File: src/rtl/atm_multi_account_ctrl_if.sv
// Front-end <-> ATM controller bundle: card/keypad requests in, balances and status out.
// The locked status line exists only when ATM_LOCKOUT_EN is defined.
interface atm_multi_account_ctrl_if #(
  parameter int ACC_W = 12,
  parameter int PIN_W = 4,
  parameter int BAL_W = 11
);
  logic             cardIn;
  logic [ACC_W-1:0] accNumber;
  logic [PIN_W-1:0] pin;
  logic [2:0]       menuOption;
  logic             opValid;
  logic [BAL_W-1:0] amount;
  logic [ACC_W-1:0] destAccNumber;
  logic [BAL_W-1:0] balance;
  logic [BAL_W-1:0] initialBalance;
  logic [BAL_W-1:0] finalBalance;
  logic             opDone;
  logic             opError;
  logic [2:0]       errCode;
  logic             showBalance;
  logic             sessionActive;
  logic [2:0]       state;
`ifdef ATM_LOCKOUT_EN
  logic             locked;
`endif

  // opValid is a single-cycle request, accepted only while the controller sits in MENU;
  // there is no ready line, so requests in other states are dropped. Each accepted
  // request (and each card insertion) is answered by exactly one opDone or opError pulse.
  modport master (
    output cardIn, accNumber, pin, menuOption, opValid, amount, destAccNumber,
`ifdef ATM_LOCKOUT_EN
    input  locked,
`endif
    input  balance, initialBalance, finalBalance, opDone, opError, errCode,
           showBalance, sessionActive, state
  );

  modport slave (
    input  cardIn, accNumber, pin, menuOption, opValid, amount, destAccNumber,
`ifdef ATM_LOCKOUT_EN
    output locked,
`endif
    output balance, initialBalance, finalBalance, opDone, opError, errCode,
           showBalance, sessionActive, state
  );
endinterface

File: src/rtl/atm_multi_account_ctrl.sv
// Multi-account ATM session controller: PIN auth, balance/withdraw/deposit/transfer, idle timeout.
// Define ATM_LOCKOUT_EN to add per-account bad-PIN lockout and the locked status output.
module atm_multi_account_ctrl #(
  parameter int NUM_ACCOUNTS   = 4,
  parameter int ACC_W          = 12,
  parameter int PIN_W          = 4,
  parameter int BAL_W          = 11,
  parameter int INIT_BALANCE   = 500,
  parameter int INIT_PIN       = 9,
  parameter int TIMEOUT_CYCLES = 100
`ifdef ATM_LOCKOUT_EN
  , parameter int MAX_ATTEMPTS = 3
`endif
) (
  input logic                    clk,
  input logic                    rst,
  atm_multi_account_ctrl_if.slave bus
);
  localparam int IDX_W = (NUM_ACCOUNTS > 1) ? $clog2(NUM_ACCOUNTS) : 1;
  localparam int TMR_W = $clog2(TIMEOUT_CYCLES + 1);

  typedef enum logic [2:0] {IDLE = 3'd0, AUTH = 3'd1, MENU = 3'd2, EXEC = 3'd3} state_e;

  state_e           st;
  logic             card_q;
  logic [IDX_W-1:0] cur_idx;
  logic [2:0]       op_opt;
  logic [BAL_W-1:0] op_amt;
  logic [ACC_W-1:0] op_dst;
  logic [TMR_W-1:0] timer;
  logic [BAL_W-1:0] bal_mem [NUM_ACCOUNTS];

`ifdef ATM_LOCKOUT_EN
  localparam int ATT_W = $clog2(MAX_ATTEMPTS + 1);
  logic [NUM_ACCOUNTS-1:0] lock_bits;
  logic [ATT_W-1:0]        att_cnt [NUM_ACCOUNTS];
`endif

  logic             acc_ok, pin_ok, dst_ok, funds_ok;
  logic [IDX_W-1:0] acc_idx, dst_idx;
  logic [BAL_W-1:0] src_bal, dst_bal;
  logic [BAL_W:0]   dep_sum, xfer_sum;

  // Sums are one bit wider so the carry flags an overflow without touching storage.
  always_comb begin
    acc_ok   = bus.accNumber < ACC_W'(NUM_ACCOUNTS);
    acc_idx  = bus.accNumber[IDX_W-1:0];
    pin_ok   = bus.pin == (PIN_W'(INIT_PIN) ^ bus.accNumber[PIN_W-1:0]);
    src_bal  = bal_mem[cur_idx];
    dst_idx  = op_dst[IDX_W-1:0];
    dst_bal  = bal_mem[dst_idx];
    dst_ok   = (op_dst < ACC_W'(NUM_ACCOUNTS)) && (dst_idx != cur_idx);
    funds_ok = op_amt <= src_bal;
    dep_sum  = {1'b0, src_bal} + {1'b0, op_amt};
    xfer_sum = {1'b0, dst_bal} + {1'b0, op_amt};
  end

  assign bus.state         = st;
  assign bus.sessionActive = (st == MENU) || (st == EXEC);

  always_ff @(posedge clk or posedge rst) begin
    if (rst) begin
      st                 <= IDLE;
      card_q             <= 1'b0;
      cur_idx            <= '0;
      op_opt             <= '0;
      op_amt             <= '0;
      op_dst             <= '0;
      timer              <= '0;
      bus.balance        <= '0;
      bus.initialBalance <= '0;
      bus.finalBalance   <= '0;
      bus.opDone         <= 1'b0;
      bus.opError        <= 1'b0;
      bus.errCode        <= '0;
      bus.showBalance    <= 1'b0;
      for (int i = 0; i < NUM_ACCOUNTS; i++) bal_mem[i] <= BAL_W'(INIT_BALANCE);
`ifdef ATM_LOCKOUT_EN
      lock_bits  <= '0;
      bus.locked <= 1'b0;
      for (int i = 0; i < NUM_ACCOUNTS; i++) att_cnt[i] <= '0;
`endif
    end else begin
      card_q          <= bus.cardIn;
      bus.opDone      <= 1'b0;
      bus.opError     <= 1'b0;
      bus.showBalance <= 1'b0;
      case (st)
        IDLE: if (bus.cardIn && !card_q) st <= AUTH;
        AUTH: begin
          st <= IDLE;
          if (!acc_ok) begin
            bus.opError <= 1'b1;
            bus.errCode <= 3'd1;
          end
`ifdef ATM_LOCKOUT_EN
          else if (lock_bits[acc_idx]) begin
            bus.opError <= 1'b1;
            bus.errCode <= 3'd7;
            bus.locked  <= 1'b1;
          end
`endif
          else if (!pin_ok) begin
            bus.opError <= 1'b1;
            bus.errCode <= 3'd2;
`ifdef ATM_LOCKOUT_EN
            bus.locked <= (att_cnt[acc_idx] == ATT_W'(MAX_ATTEMPTS - 1));
            if (att_cnt[acc_idx] == ATT_W'(MAX_ATTEMPTS - 1)) lock_bits[acc_idx] <= 1'b1;
            att_cnt[acc_idx] <= att_cnt[acc_idx] + ATT_W'(1);
`endif
          end else begin
            bus.opDone <= 1'b1;
            cur_idx    <= acc_idx;
            timer      <= '0;
            st         <= MENU;
`ifdef ATM_LOCKOUT_EN
            att_cnt[acc_idx] <= '0;
            bus.locked       <= 1'b0;
`endif
          end
        end
        // Card removal beats a request; a request beats a timeout expiring the same cycle.
        MENU: begin
          if (!bus.cardIn) begin
            st <= IDLE;
          end else if (bus.opValid) begin
            op_opt <= bus.menuOption;
            op_amt <= bus.amount;
            op_dst <= bus.destAccNumber;
            timer  <= '0;
            st     <= EXEC;
          end else if (timer == TMR_W'(TIMEOUT_CYCLES - 1)) begin
            bus.opError <= 1'b1;
            bus.errCode <= 3'd6;
            st          <= IDLE;
          end else begin
            timer <= timer + TMR_W'(1);
          end
        end
        EXEC: begin
          timer <= '0;
          st    <= bus.cardIn ? MENU : IDLE;
          case (op_opt)
            3'd3: begin
              bus.balance     <= src_bal;
              bus.opDone      <= 1'b1;
              bus.showBalance <= 1'b1;
            end
            3'd4, 3'd5: begin
              if (!funds_ok) begin
                bus.opError <= 1'b1;
                bus.errCode <= 3'd3;
              end else begin
                bal_mem[cur_idx] <= src_bal - op_amt;
                bus.balance      <= src_bal - op_amt;
                bus.opDone       <= 1'b1;
                bus.showBalance  <= (op_opt == 3'd5);
              end
            end
            3'd7: begin
              if (dep_sum[BAL_W]) begin
                bus.opError <= 1'b1;
                bus.errCode <= 3'd4;
              end else begin
                bal_mem[cur_idx] <= dep_sum[BAL_W-1:0];
                bus.balance      <= dep_sum[BAL_W-1:0];
                bus.opDone       <= 1'b1;
              end
            end
            3'd6: begin
              if (!dst_ok) begin
                bus.opError <= 1'b1;
                bus.errCode <= 3'd5;
              end else if (!funds_ok) begin
                bus.opError <= 1'b1;
                bus.errCode <= 3'd3;
              end else if (xfer_sum[BAL_W]) begin
                bus.opError <= 1'b1;
                bus.errCode <= 3'd4;
              end else begin
                bal_mem[cur_idx]   <= src_bal - op_amt;
                bal_mem[dst_idx]   <= xfer_sum[BAL_W-1:0];
                bus.balance        <= src_bal - op_amt;
                bus.initialBalance <= dst_bal;
                bus.finalBalance   <= xfer_sum[BAL_W-1:0];
                bus.opDone         <= 1'b1;
              end
            end
            default: begin
              bus.opError <= 1'b1;
              bus.errCode <= 3'd5;
            end
          endcase
        end
        default: st <= IDLE;
      endcase
    end
  end
endmodule

File: src/flat_wrapper.sv
// flat-port wrapper written by rule: the top's interface ports become plain ports
module atm_multi_account_ctrl_flat 
#(
  parameter int NUM_ACCOUNTS   = 4,
  parameter int ACC_W          = 12,
  parameter int PIN_W          = 4,
  parameter int BAL_W          = 11,
  parameter int INIT_BALANCE   = 500,
  parameter int INIT_PIN       = 9,
  parameter int TIMEOUT_CYCLES = 100

)
  (clk, rst, bus_cardIn, bus_accNumber, bus_pin, bus_menuOption, bus_opValid, bus_amount, bus_destAccNumber, bus_balance, bus_initialBalance, bus_finalBalance, bus_opDone, bus_opError, bus_errCode, bus_showBalance, bus_sessionActive, bus_state);
  atm_multi_account_ctrl_if #(.ACC_W(ACC_W), .PIN_W(PIN_W), .BAL_W(BAL_W)) bus_i ();
  input logic clk;
  input logic rst;
  input wire logic [$bits(bus_i.cardIn)-1:0] bus_cardIn;
  input wire logic [$bits(bus_i.accNumber)-1:0] bus_accNumber;
  input wire logic [$bits(bus_i.pin)-1:0] bus_pin;
  input wire logic [$bits(bus_i.menuOption)-1:0] bus_menuOption;
  input wire logic [$bits(bus_i.opValid)-1:0] bus_opValid;
  input wire logic [$bits(bus_i.amount)-1:0] bus_amount;
  input wire logic [$bits(bus_i.destAccNumber)-1:0] bus_destAccNumber;
  output wire logic [$bits(bus_i.balance)-1:0] bus_balance;
  output wire logic [$bits(bus_i.initialBalance)-1:0] bus_initialBalance;
  output wire logic [$bits(bus_i.finalBalance)-1:0] bus_finalBalance;
  output wire logic [$bits(bus_i.opDone)-1:0] bus_opDone;
  output wire logic [$bits(bus_i.opError)-1:0] bus_opError;
  output wire logic [$bits(bus_i.errCode)-1:0] bus_errCode;
  output wire logic [$bits(bus_i.showBalance)-1:0] bus_showBalance;
  output wire logic [$bits(bus_i.sessionActive)-1:0] bus_sessionActive;
  output wire logic [$bits(bus_i.state)-1:0] bus_state;
  assign bus_i.cardIn = bus_cardIn;
  assign bus_i.accNumber = bus_accNumber;
  assign bus_i.pin = bus_pin;
  assign bus_i.menuOption = bus_menuOption;
  assign bus_i.opValid = bus_opValid;
  assign bus_i.amount = bus_amount;
  assign bus_i.destAccNumber = bus_destAccNumber;
  assign bus_balance = bus_i.balance;
  assign bus_initialBalance = bus_i.initialBalance;
  assign bus_finalBalance = bus_i.finalBalance;
  assign bus_opDone = bus_i.opDone;
  assign bus_opError = bus_i.opError;
  assign bus_errCode = bus_i.errCode;
  assign bus_showBalance = bus_i.showBalance;
  assign bus_sessionActive = bus_i.sessionActive;
  assign bus_state = bus_i.state;
  atm_multi_account_ctrl #(.NUM_ACCOUNTS(NUM_ACCOUNTS), .ACC_W(ACC_W), .PIN_W(PIN_W), .BAL_W(BAL_W), .INIT_BALANCE(INIT_BALANCE), .INIT_PIN(INIT_PIN), .TIMEOUT_CYCLES(TIMEOUT_CYCLES)) u_core (.clk(clk), .rst(rst), .bus(bus_i));
endmodule
File: config.mk
export PLATFORM = sky130hd
export DESIGN_NAME = atm_multi_account_ctrl_flat
export DESIGN_NICKNAME = d
export VERILOG_FILES = /design/src/rtl/atm_multi_account_ctrl_if.sv /design/src/rtl/atm_multi_account_ctrl.sv /design/src/flat_wrapper.sv
export SDC_FILE = /design/constraint.sdc
export NUM_CORES = 1
export LEC_CHECK = 0
export BUFFER_PORTS_ARGS = -buffer_cell sky130_fd_sc_hd__buf_2
export CAP_MARGIN = 20
export CORE_ASPECT_RATIO = 1.5
export CORE_MARGIN = 2
export CORE_UTILIZATION = 60
export DETAILED_ROUTE_END_ITERATION = 7
export MAX_ROUTING_LAYER = met4
export PLACE_DENSITY_LB_ADDON = 0.25
export SYNTH_ARGS = -nofsm -noshare
export SYNTH_HDL_FRONTEND = slang
export SYNTH_SLANG_ARGS = --single-unit
File: constraint.sdc
create_clock -name clk -period 5.42 [get_ports clk]
set_input_delay 1.084 -clock clk [delete_from_list [all_inputs] [get_ports clk]]
set_output_delay 1.084 -clock clk [all_outputs]
set_load 0.005 [all_outputs]
-- Word-level counts from Yosys, hierarchy flattened
Index checks and enable logic that the tools add are counted.
- add/sub/neg operators: 4
- $lt $le $gt $ge: 7
- eq/ne operators: 29
- mux-type cells: 75
- bitwise operators: 4
- reduce and logical (&&, ||, !) cells: 19
- operator list (kind ; number):
    $mux 44 ; 5
    $bwmux 44 ; 3
    $pmux 44 s3 ; 1
    $mux 11 ; 11
    $mux 3 ; 15
    $bmux 11 s2 ; 2
    $demux 11 s2 ; 2
    $pmux 11 s4 ; 1
    $mux 7 ; 5
    $add 11x11->12 ; 2
    $lt 12x3->1 const B ; 2
    $pmux 3 s4 ; 2
    $pmux 7 s3 ; 1
    $mux 1 ; 19
    $reduce_and 7->1 ; 2
    $eq 3x3->1 const B ; 4
    $ne 2x1->1 const B ; 6
    $ne 2x2->1 const B ; 6
    $le 11x11->1 ; 1
    $sub 11x11->11 ; 1
    $reduce_and 5->1 ; 2
    $eq 3x2->1 const B ; 3
    $ne 3x3->1 const B ; 3
    $pmux 3 s3 ; 1
    27 further kinds ; 38
- bits in registers: 122
- output and inout bits: 43
- word-level logic and storage cells: 156

-- Longest topological paths before layout
- depth after elaboration: 11
- depth in mapped cells: 16

-- Worst setup path after synthesis
Ideal clock, no wire load.
- path kind: reg2reg
- start: reg u_core.op_dst[1]
- end: reg u_core.bal_mem[32] in the netlist's numbering
- setup time: 0.087 ns
- arrival time: 3.896 ns
- slack: 1.437 ns
- stages on the path, launching flop included: 13
- cell sequence: dfrtp_1 buf_1 buf_1 mux4_2 ha_1 or2_1 o311a_1 o22a_1 o211ai_2 o211ai_2 or3_1 or4_1 o211ai_1
- word-level cells in the longest chain between the ends: 10
- elaborated cells on any way between the ends: 21
- classes of those cells: add/sub (1); order compare (3); eq/ne (3); mux (10); bitwise (1); reduce/logical (3)
- ends and longest elaborated chain (item ; RTL line ; source):
    from (decl) ; atm_multi_account_ctrl.sv:29 ; logic [ACC_W-1:0] op_dst;
    from (signal assigned) ; atm_multi_account_ctrl.sv:129 ; op_dst <= bus.destAccNumber;
    $not 2->3 (implied by the code) * ; atm_multi_account_ctrl.sv:51 ; dst_bal = bal_mem[dst_idx];
    $bmux 11 s2 * ; atm_multi_account_ctrl.sv:51 ;
    $mux 11 (implied by the code) * (2 in a row) ; atm_multi_account_ctrl.sv:51 ;
    named net u_core.dst_bal[6] ; atm_multi_account_ctrl.sv:41 ; logic [BAL_W-1:0] src_bal, dst_bal;
    $add 11x11->12 * ; atm_multi_account_ctrl.sv:55 ; xfer_sum = {1'b0, dst_bal} + {1'b0, op_amt};
    $bwmux 44 ; atm_multi_account_ctrl.sv:182 ; bal_mem[dst_idx] <= xfer_sum[BAL_W-1:0];
    $mux 44 ; atm_multi_account_ctrl.sv:177 ; end else if (xfer_sum[BAL_W]) begin
    $mux 44 ; atm_multi_account_ctrl.sv:174 ; end else if (!funds_ok) begin
    $mux 44 ; atm_multi_account_ctrl.sv:171 ; if (!dst_ok) begin
    $pmux 44 s3 ; atm_multi_account_ctrl.sv:143 ; case (op_opt)
    to (signal, indexed assignment) ; atm_multi_account_ctrl.sv:154 ; bal_mem[cur_idx] <= src_bal - op_amt;
    to (signal, indexed assignment) ; atm_multi_account_ctrl.sv:181 ; bal_mem[cur_idx] <= src_bal - op_amt;
    to (signal, indexed assignment) ; atm_multi_account_ctrl.sv:182 ;
    to (decl) ; atm_multi_account_ctrl.sv:31 ; logic [BAL_W-1:0] bal_mem [NUM_ACCOUNTS];
Mark *: on every way through the listed nets, which the timed path passes. The rest lies on a longest branch. The select of a mux whose other input is x is not followed.
A chain may end at the register's enable or synchronous reset.

-- Worst setup path in the final report
- start: reg u_core.cur_idx[0]
- end: reg u_core.bal_mem[32] in the netlist's numbering
- word-level cells in the longest chain between the ends: 11
- elaborated cells on any way between the ends: 28
- classes of those cells: add/sub (2); order compare (3); eq/ne (5); mux (14); bitwise (1); reduce/logical (3)
- ends and longest elaborated chain (item ; RTL line ; source):
    from (decl) ; atm_multi_account_ctrl.sv:26 ; logic [IDX_W-1:0] cur_idx;
    from (signal assigned) ; atm_multi_account_ctrl.sv:113 ; cur_idx <= acc_idx;
    $not 2->3 (implied by the code) ; - ;
    $bmux 11 s2 (tied with other cells) ; atm_multi_account_ctrl.sv:49 ; src_bal = bal_mem[cur_idx];
    $mux 11 (implied by the code) / $logic_and 1x1->1 (equally long branches) ; - ;
    $mux 11, on equally long branches ; - ;
    $sub 11x11->11 / $demux 11 s2 (equally long branches) ; atm_multi_account_ctrl.sv:154, atm_multi_account_ctrl.sv:181, atm_multi_account_ctrl.sv:165 ;
    $bwmux 44 ; atm_multi_account_ctrl.sv:154, atm_multi_account_ctrl.sv:181 ;
    $bwmux 44 ; atm_multi_account_ctrl.sv:182 ;
    $mux 44 ; atm_multi_account_ctrl.sv:177 ;
    $mux 44 ; atm_multi_account_ctrl.sv:174 ;
    $mux 44 ; atm_multi_account_ctrl.sv:171 ;
    $pmux 44 s3 ; atm_multi_account_ctrl.sv:143 ;
Several ways; a longest one is shown, not always the timed one. The select of a mux whose other input is x is not followed.

==> run_results.csv <==
group,metric,value,unit
power,peakVddDrop,171.3,uV
timing,fin_crit,4.666,ns
floorplanning,core_area,13600,um2
power,seq_power_share,0.422,
timing,period_share,0.8608,
clocking,clk_latency,0.44,ns
timing,holdWs,0.4720,ns
grt,grt_overflow_total,0,
final_layout,area_growth,14.12,%
yosys,async_reset_ff_frac,1.000,
timing,maxSlewViolCount,0,
floorplanning,start_util,0.6163,
yosys,synth_edf_count,0,
worst_setup_path,rr_worst_depth,10,
timing,rsz0062_at_grt,"false",
timing,setup_viol,0,
worst_setup_path,cp.required,5.78,ns
worst_hold_path,holdCritStartpoint,"u_core.bus.finalBalance[4]$_DFFE_PP0P_",
grt,track_usage,0.3929,
power,switchingPower,0.0004960,W
routing,drtAntennaViolNets,0,
flow_run,cap_viol_max_count,0,
run_status,outcome,"completed",
power,leakagePower,4.286,nW
routing,viasPerCell,6.958,
yosys,synth-seq-cells,121,
clocking,cts_hold_buf,0,
yosys,synth_cell_types,69,
worst_hold_path,hold_end,"u_core.bus.finalBalance[4]$_DFFE_PP0P_",
worst_setup_path,endpoint_kind,"flip-flop",
timing,final_hold_viol_count,0,
clocking,clk_path_buf_depth,2,
power,combPwrFrac,0.021,
worst_setup_path,reg2reg_to,"u_core.bal_mem[32]$_DFFE_PP0P_",
routing,drc,0,
timing,setup_tns,0,ns
placement,io_buffers,87,
worst_hold_path,hp-class,"flip-flop to flip-flop",
worst_setup_path,r2r-start,"u_core.cur_idx[0]$_DFFE_PP0P_",
final_layout,final_nets,1048,
power,power_density,224.8,nW/um2
clocking,cts_buffers,17,
timing,tightestPinTransition,1.180,ns
grt,grt_pass1_vias,7773,
power,clockPowerShare,0.557,
placement,hpwlAfterDp,19640,um
grt,grt_pass1_wl,42630,um
timing,slew_headroom,0.2052,
floorplanning,die_w,100.5,um
timing,fin_skew,0.01139,ns
floorplanning,io_pins,89,
grt,grt_antenna_before_repair,1,
worst_hold_path,hold_depth,2,
clocking,cts.clk_slew.worst_paths,0.06,ns
clocking,tritoncts,"yes",
routing,first_iter_violations,848,
worst_setup_path,startpoint_type,"flip-flop",
yosys,netlist_instances,897,
floorplanning,rows,52,
routing,route.detailed.wl_per_inst,23.97,um
floorplanning,dieArea,14950,um2
yosys,yosysWarningCount,0,
yosys,synth_top_flop_cell,"dfrtp_1",
worst_setup_path,cp_max_fo,26,
floorplanning,die_h,148.7,um
final_layout,layout-drive-gt1-share,0.2536,
worst_setup_path,rrSetupSlack,0.75,ns
clocking,cts_resized,0,
clocking,cts_root_buffer,"clkbuf_16",
routing,drt_pass1_iterations,6,
clocking,post_cts_buffers,0,
placement,place.gp.congestion,1.028,
power,switching_share,0.2307,
clocking,cts.htree.levels,4,
worst_setup_path,arrival,5.02,ns
clocking,clock_sinks,121,
yosys,synth_seq_area_share,0.3649,
routing,finalWirelength,27350,um
routing,dr_total_vias,7939,
yosys,postSynthAreaPerCell,9.343,um2
grt,grt_start_max_net_pins,74,
power,internal_power,0.001654,W
yosys,syn-num-nets,980,
timing,fmax,214.3,MHz
worst_setup_path,path_class,"flip-flop to flip-flop",
yosys,syn-cell-area,8381,um2
[cell families (layout without fill, tap and decap cells)]
kind of cell               after synthesis  after routing  share of synthesized area
and+or+nand+nor                        235            235                     0.1329
DFF                                    121            121                     0.3649
adders and majority gates               37             37                    0.05793
other                                    1              2                  0.0004475
muxes                                   77             77                     0.1326
AOI/OAI and AO/OA                      307            307                     0.2375
buffers and inverters                   89            170                    0.04240
xor gates and xnor gates                30             30                    0.03135
[through the flow]
| stage | area [um2] | power, W | setup slack (ns) | util | std cells |
|---|---|---|---|---|---|
| after detailed placement | 8946 | 0.0009694 | 0.9272 | 0.6579 | 1108 |
| final | 9564 | 0.002150 | 0.7543 | 0.7033 | 1141 |
| after CTS | 9562 | 0.002157 | 0.9043 | 0.7032 | 1140 |
| after floorplan | 8381 | 0.0009438 | 1.162 | - | 897 |
| after global placement | 8946 | 0.0009684 | 1.040 | 0.6579 | 1108 |
| after global routing | 9564 | 0.002197 | 0.5957 | 0.7033 | 1141 |
[Yosys cell counts (14+ instances only)]
master     n  area [um2]
dfrtp_1   97        2427
nor3_1    15       75.07
nand2_1   61       229.0
nor2_1    76       285.3
mux2_2    52       585.6
a21oi_1   85       425.4
dfstp_2   24       630.6
xnor2_1   22       192.7
o22a_1    14       122.6
mux4_2    22       495.5
o21ai_0   76       380.4
inv_1     32       120.1
nand3_1   16       80.08
ha_1      34       425.4
clkbuf_1  34       127.6
[power groups by stage]
stage | Combinational (W) | Sequential (W) | Clock (W)
floorplan | 0.0000219 | 0.000922 | 0
global placement | 0.0000455 | 0.000923 | 0
detailed placement | 0.0000465 | 0.000923 | 0
CTS | 0.0000467 | 0.000907 | 0.00120
global route | 0.0000517 | 0.000907 | 0.00124
finish | 0.0000449 | 0.000907 | 0.00120
[area by class of cell]
| type | count | area, um2 |
|---|---|---|
| Fill cell | 1097 | 4034 |
| Sequential cell | 121 | 3058 |
| Clock buffer | 17 | 425.4 |
| Tap cell | 162 | 202.7 |
| Antenna cell | 1 | 2.502 |
| Multi-Input combinational cell | 687 | 4980 |
| Timing Repair Buffer | 104 | 575.6 |
| Clock inverter | 15 | 190.2 |
| Inverter | 34 | 130.1 |
[how the worst max path moves through the flow]
stage | depth (start not counted) | to | start | slack (ns)
global route | 11 | u_core.bal_mem[35]$_DFFE_PP1P_ | u_core.cur_idx[0]$_DFFE_PP0P_ | 0.60
finish | 10 | u_core.bal_mem[32]$_DFFE_PP0P_ | u_core.cur_idx[0]$_DFFE_PP0P_ | 0.75
global placement | 10 | u_core.bal_mem[32]$_DFFE_PP0P_ | u_core.op_dst[1]$_DFFE_PP0P_ | 1.04
detailed placement | 10 | u_core.bal_mem[32]$_DFFE_PP0P_ | u_core.op_dst[1]$_DFFE_PP0P_ | 0.93
floorplan | 1 | u_core.bal_mem[0]$_DFFE_PP0P_ | rst | 1.16
CTS | 10 | u_core.bal_mem[32]$_DFFE_PP0P_ | u_core.cur_idx[0]$_DFFE_PP0P_ | 0.90
[per-layer routing]
layer | GRT usage | vias to the layer above | wire, um
li1 | - | 3491 | -
met1 | 0.4320 | 3665 | 9297
met2 | 0.5977 | 577 | 12920
met3 | 0.1022 | 206 | 2499
met4 | 0.3137 | 0 | 2632
met5 | - | - | 0
[worst max-delay path, stage by stage (launching register included)]
cell	delay, ns
dfrtp_1	0.83
mux4_2	0.67
ha_1	0.48
and4_1	0.28
o21ai_0	0.09
o21bai_1	0.29
a221o_1	0.29
a21oi_2	0.12
or3_1	0.76
or4_1	0.64
o211ai_1	0.10
[cells in the final DEF, fill, tap and decap left out, drive strengths merged, types with 14 or more instances in the layout]
| cell type | netlist | routed |
|---|---|---|
| buf | 21 | 104 |
| dfrtp | 97 | 97 |
| a21oi | 86 | 86 |
| o21ai | 80 | 80 |
| nor2 | 76 | 76 |
| nand2 | 61 | 61 |
| mux2 | 52 | 52 |
| inv | 33 | 38 |
| ha | 34 | 34 |
| dfstp | 24 | 24 |
| mux4 | 22 | 22 |
| xnor2 | 22 | 22 |
| clkbuf | 34 | 17 |
| nor3 | 17 | 17 |
| nand3 | 16 | 16 |
| o22a | 14 | 14 |
[state kept, by name, indices dropped and copies added (netlist names), 2 cells and up]
register and cells:
u_core.op_amt 11, u_core.bus.errCode 3, u_core.op_opt 3, u_core.bus.finalBalance 11, u_core.bus.state 2, u_core.bus.initialBalance 11
u_core.bal_mem 44, u_core.op_dst 12, u_core.timer 7, u_core.bus.balance 11, u_core.cur_idx 2
(Power assumes the default switching activity.)
